File: src/rtl/comparator_pkg.sv
// Shared constants for the magnitude comparator: result encoding and width limit.
// No logic of its own; imported by the comparator top.
// Result encoding is one-hot {l,e,g}.
package comparator_pkg;

    // Widest operand the comparator is meant to be built with.
    localparam int CMP_WIDTH_MAX = 64;

    // One-hot result encoding, bit order {l, e, g}.
    localparam logic [2:0] CMP_LT = 3'b100;
    localparam logic [2:0] CMP_EQ = 3'b010;
    localparam logic [2:0] CMP_GT = 3'b001;

    // Fold the (lt, eq) pair from the compare tree into the one-hot result.
    // Equality wins so that a malformed (lt=1, eq=1) pair can never produce two hot bits.
    function automatic logic [2:0] cmp_encode(input logic lt, input logic eq);
        logic [2:0] res;
        if (eq) begin
            res = CMP_EQ;
        end else if (lt) begin
            res = CMP_LT;
        end else begin
            res = CMP_GT;
        end
        return res;
    endfunction

endpackage

File: src/rtl/cmp_cell.sv
// Slice comparator: reports a < b and a == b for one unsigned bit-slice.
// Latency: purely combinational, zero cycles.
// Backpressure: none; output follows the inputs.
module cmp_cell #(
    parameter int SLICE_W = 1
) (
    input  logic [SLICE_W-1:0] a,
    input  logic [SLICE_W-1:0] b,
    output logic               lt,
    output logic               eq
);

    // Slice-local unsigned compare; the parent chains slices MSB-first.
    always_comb begin
        lt = (a < b);
        eq = (a == b);
    end

endmodule

File: src/rtl/comparator.sv
// Registered magnitude comparator producing one-hot l/e/g for a vs b, optionally signed.
// Latency: 1 cycle from in_valid to out_valid; l/e/g hold their value on idle cycles.
// Backpressure: none; accepts a new operand pair every cycle.
module comparator
    import comparator_pkg::*;
#(
    parameter int WIDTH     = 1,
    parameter bit SIGNED_EN = 1'b0
) (
    input  logic             clk,
    input  logic             rst,
    input  logic [WIDTH-1:0] a,
    input  logic [WIDTH-1:0] b,
    input  logic             in_valid,
    input  logic             signed_mode,
    output logic             l,
    output logic             e,
    output logic             g,
    output logic             out_valid
);

    // Inverting both sign bits maps two's-complement order onto unsigned order,
    // so a single unsigned tree serves both modes. Equality is unaffected because
    // both operands are flipped identically.
    logic             flip_msb;
    logic [WIDTH-1:0] msb_mask;
    logic [WIDTH-1:0] a_adj;
    logic [WIDTH-1:0] b_adj;

    // Per-bit cell results and the MSB-first running (lt, eq) chain.
    // Index WIDTH is the seed: nothing decided yet, everything equal so far.
    logic [WIDTH-1:0] bit_lt;
    logic [WIDTH-1:0] bit_eq;
    logic [WIDTH:0]   lt_chain;
    logic [WIDTH:0]   eq_chain;
    logic [2:0]       res;

    assign flip_msb = SIGNED_EN && signed_mode;

    // Build the sign-bit mask without zero-width replications so WIDTH=1 is legal.
    always_comb begin
        msb_mask            = '0;
        msb_mask[WIDTH-1]   = flip_msb;
    end

    assign a_adj = a ^ msb_mask;
    assign b_adj = b ^ msb_mask;

    assign lt_chain[WIDTH] = 1'b0;
    assign eq_chain[WIDTH] = 1'b1;

    // The first differing bit from the MSB decides; lower bits only matter while equal so far.
    for (genvar i = WIDTH - 1; i >= 0; i--) begin : g_bit
        cmp_cell #(
            .SLICE_W (1)
        ) u_cell (
            .a  (a_adj[i]),
            .b  (b_adj[i]),
            .lt (bit_lt[i]),
            .eq (bit_eq[i])
        );

        assign lt_chain[i] = lt_chain[i+1] | (eq_chain[i+1] & bit_lt[i]);
        assign eq_chain[i] = eq_chain[i+1] & bit_eq[i];
    end

    assign res = cmp_encode(lt_chain[0], eq_chain[0]);

    // Output register: reset clears everything; idle cycles drop out_valid but keep l/e/g.
    always_ff @(posedge clk) begin
        if (rst) begin
            l         <= 1'b0;
            e         <= 1'b0;
            g         <= 1'b0;
            out_valid <= 1'b0;
        end else begin
            out_valid <= in_valid;
            if (in_valid) begin
                {l, e, g} <= res;
            end
        end
    end

endmodule

File: config.mk
export PLATFORM = sky130hd
export DESIGN_NAME = comparator
export DESIGN_NICKNAME = d
export VERILOG_FILES = /design/src/rtl/comparator_pkg.sv /design/src/rtl/cmp_cell.sv /design/src/rtl/comparator.sv
export SDC_FILE = /design/constraint.sdc
export NUM_CORES = 1
export LEC_CHECK = 0
export ABC_AREA = 1
export ABC_CLOCK_PERIOD_IN_PS = 1600
export CAP_MARGIN = 25
export CORE_AREA = 2 2 39 41
export CTS_BUF_LIST = sky130_fd_sc_hd__clkbuf_4 sky130_fd_sc_hd__clkbuf_8
export CTS_CLUSTER_DIAMETER = 50
export DETAILED_ROUTE_END_ITERATION = 12
export DIE_AREA = 0 0 41 43
export SYNTH_ARGS = -nofsm -noshare
export SYNTH_HDL_FRONTEND = slang
export SYNTH_SLANG_ARGS = --single-unit
File: constraint.sdc
create_clock -name clk -period 1.6 [get_ports clk]
set_input_delay 0.32 -clock clk [delete_from_list [all_inputs] [get_ports clk]]
set_output_delay 0.32 -clock clk [all_outputs]
set_load 0.005 [all_outputs]
-- Word level (Yosys, flattened, before mapping)
Index checks and enable logic that the tools add are counted.
- order comparisons: 1
- equality and inequality tests: 1
- muxes and demuxes: 2
- operators by type and width (operator ; count):
    $mux W3 ; 2
    $eq A1 B1 Y1 ; 1
    $lt A1 B1 Y1 ; 1
- flip-flop bits (word level): 4
- input port bits: 6
- word-level logic and storage cells: 8

-- Longest topological paths before layout
- word-level depth: 3
- depth in mapped cells: 6
- mapped depth without buffers: 6

-- Cells and area by module
From an unflattened synthesis, not the netlist that was laid out.
- cells, all modules: 19
- area, all modules: 150.1 sq um
- modules (own cells, without submodules) (module ; times used ; cells each ; area each (sq um) ; sequential area each (sq um)):
    comparator ; 1 ; 17 ; 133.9 ; 80.1
    cmp_cell ; 1 ; 2 ; 16.3 ; 0.0

-- Worst setup path before layout
No wires, ideal clock.
- path type: input to register
- start: input a
- end: register e
- arrival: 766 ps
- data required time: 1487 ps
- setup slack: 721 ps
- stages on the path: 6
- cell sequence: inv_1 -> ha_1 -> inv_1 -> nand2_1 -> nand2_1 -> nor2_1
- cells in the longest elaborated chain, start to end: 2
- RTL lines (element ; RTL line ; text):
    start: declaration ; comparator.sv:12 ; input logic [WIDTH-1:0] a,
    $eq A1 B1 Y1 ; cmp_cell.sv:16 ; eq = (a == b);
    net bit_eq ; comparator.sv:33 ; logic [WIDTH-1:0] bit_eq;
    $mux W3 ; comparator_pkg.sv:18 ; if (eq) begin
    end signal: assignment ; comparator.sv:79 ; {l, e, g} <= res;
    end: declaration ; comparator.sv:17 ; output logic e,
The timed path passes the listed nets, and every way through them passes these cells.
A chain may end at the register's enable or synchronous reset.

-- Worst setup path after layout
- start: register g
- end: output g
- RTL lines (element ; RTL line ; text):
    start: declaration ; comparator.sv:18 ; output logic g,
    start signal: assignment ; comparator.sv:79 ;
No word-level cell between the ends.

==> results by group <==
Synthesis
  – Most frequent cells after synthesis: inv_1, nor2_1, nand2_1
  – Yosys Warn Count: 0
  – Post-synth top area share: about 44%
  – Yosys reg bits: 4
  – Count of flip-flops with a built-in enable after synthesis: 0
  – Net count after synthesis: 34
  – Share of synthesized registers carrying an async set or reset: 0%
  – Top FF cell, synth: dfxtp_1
  – Count of different cell masters after synthesis: 5
  – Cell type with the largest total area after synthesis: dfxtp_1
  – Post-synthesis average cell area: between 6 and 7 um^2
  – Total standard cell area after synthesis: 180 um^2
  – Post-Syn Instances: 26
  – Proportion of synthesized chip area in sequential cells: between 40% and 50%
  – Area contributors post-synth: dfxtp_1, inv_1, nor2_1

Route
  – Final wirelength: 343 um
  – Antenna-violating nets left: 0
  – Violation count after the first detailed-routing iteration: 0
  – Detailed-route DRC error count: 0
  – Pre-Repair DR Iteration Count: 1
  – Routed vias: about 170
  – Average wire per standard cell: between 6 and 7 um
  – Average via count per standard cell: 3.25

Global route
  – Antenna violations before repair: 0
  – Global-route wire length before repair: 655 um
  – Maximum number of pins on one net before global-route repair: 8
  – Overall Global Routing Usage: approximately 6.3%
  – Remaining Overflow, GRT: 0
  – Number of global-route vias before repair: roughly 180

Critical path
  – Startpoint-to-endpoint class of the critical path: flop to output port
  – Slowest cell delay on critical path: 0.50 ns
  – Launching element type of the critical path: flop
  – Cell-by-cell trace of the critical path: clkdlybuf4s50_1
  – Number of buffers and inverters on the critical path: 1
  – Slowest cell on the critical path: clkdlybuf4s50_1
  – Critical-path maximum fanout: 2
  – Required arrival time at the worst endpoint: 1.28 ns
  – Cell class contributing the biggest share of worst-path delay: buffers and inverters
  – Arr. time, crit path: 1.06 ns
  – Type of element capturing the critical path: output port

Floorplan
  – Core box area: 1380 um^2
  – Die outline width: approximately 41 um
  – DIE AREA: between 1500 and 2000 um^2
  – Height of the die: ~43 um
  – Top-Level Pins: 10
  – Number of rows in the core area: 14
  – Initial core utilization: between 10% and 20%

Clock network
  – Number of sinks handled by clock tree synthesis: 4
  – CTS hold repair buffers: 0
  – CTS Root Cell: clkbuf_4
  – Number of buffers between clock root and the deepest sink: 2
  – Clock transition at the registers of the reported paths: approximately 0.04 ns
  – Insertion delay of the later-clocked pin in the worst-skew pair: ~0.23 ns
  – Clock buffer count from CTS: 3
  – Clock tree from TritonCTS: built
  – Number of instances resized during post-cts repair: 0
  – Number of setup buffers added after CTS: 0
  – # H-tree levels: 1

STA
  – Final worst clock skew: 0 ns
  – Shortest clock period the worst path allows after layout: around 1.4 ns
  – Post-route setup slack: 0.221 ns
  – Peak Freq: around 0.73 GHz
  – Max-slew violation count: 0
  – Actual transition at the worst max-transition pin: about 0.22 ns
  – Setup TNS: 0 ns
  – Setup violations, final: 0
  – Period utilisation layout: 86.2%
  – Max-Slew Margin vs Limit: around 85%
  – Unrepaired setup endpoints after global routing: false
  – Count of endpoints failing hold in the final timing report: 0

Place
  – DP HPWL: 277 um
  – Placer congestion estimate: around 0.7
  – Number of port buffers: 8
  – Dpl ws: approximately 0.16 ns

Pwr
  – Switching power of the nets: roughly 60 uW
  – Logic pwr share: between 15 and 20%
  – Reg power frac: 39.6%
  – Cell Int Power: between 200 and 250 uW
  – Power density normalized to cell area: around 910 nW/um^2
  – Maximum vdd drop: roughly 0.44 mV
  – Leakage dissipation: 0.000156 uW
  – Net switching share of the total power: 21.6%
  – Portion of total power attributed to the clock network: a little under half

Job
  – Number of maximum-capacitance constraint violations: 0

Cells and area
  – Share of post-route cells with drive strength above 1: under 10%
  – Area used by sequential logic in the layout: between 80 and 90 um^2
  – Fill cell total of the finished layout: approximately 160
  – Final cell utilization of the core: between 20 and 25%
  – Number of antenna repair diodes: 0
  – Multi-input gate area in the final layout: 73.8 um^2
  – Area delta synth->final: 68.1%
  – Number of nets in the final layout: 47

Min path
  – Hold crit path type: flop to flop

Status
  – Result of the run: finished clean
-- cell usage in the layout, fill, tap and decap left out --
cell type        Yosys  layout
nand2_1              6       6
dfxtp_1              4       4
nor2_1               7       7
inv_1                7       7
ha_1                 2       2
clkdlybuf4s50_1      0       8
clkbuf_4             0       3
-- final cells by class --
class	instances	area share, %
multi-input combinational	15	24.4
tap	16	6.61
clock buffer	3	7.44
inverter	7	8.68
sequential	4	26.4
timing repair buffer	8	26.4
-- final timing paths --
check / startpoint / to / slack, ns / cells past startpoint
max reg2reg: e / e / 1.06 / 2
min: l / l / 0.47 / 2
max: g / g / 0.22 / 1
min reg2reg: l / l / 0.47 / 2
-- cell families (layout without fill, tap and decap cells) --
family                   Yosys count  count (layout)  synth area share (%)
adder cells (fa/ha/maj)            2               2                  13.9
buffers and inverters              7              18                  14.6
flip-flops                         4               4                  44.4
AND/OR/NAND/NOR                   13              13                  27.1
-- worst min-delay path: cells and delay by family (launching register included) --
family,cells,cell delay [ns]
simple gates,2,0.12
flops,1,0.31
-- registers in the layout (all words and copies together) (netlist names) --
name and flops:
e 1, g 1, l 1, out_valid 1
-- per-stage QoR --
step           cells  hold WS, ns  power, uW  instance area (um^2)
6_report          53        0.474        277                   303
5_1_grt           53        0.501        301                   303
4_1_cts           53        0.474        288                   303
3_5_place_dp      50        0.466        154                   280
3_3_place_gp      50        0.460        154                   280
2_1_floorplan     26        0.391        127                   180
-- power by group through the flow --
| stage | combinational [uW] | sequential (uW) | clock [uW] |
|---|---|---|---|
| floorplan | 14.8 | 112 | 0 |
| global placement | 42.7 | 111 | 0 |
| detailed placement | 43.1 | 111 | 0 |
| CTS | 43.5 | 109 | 135 |
| global route | 49.5 | 110 | 141 |
| finish | 42.1 | 109 | 125 |
-- routing by layer --
layer  global-route usage, %  share of wire, %
met4                    4.00                 0
met3                    7.85                16
met5                       0                 0
met1                    6.13                41
met2                    7.19                42
Note: power is estimated with default switching activity, not from simulation.
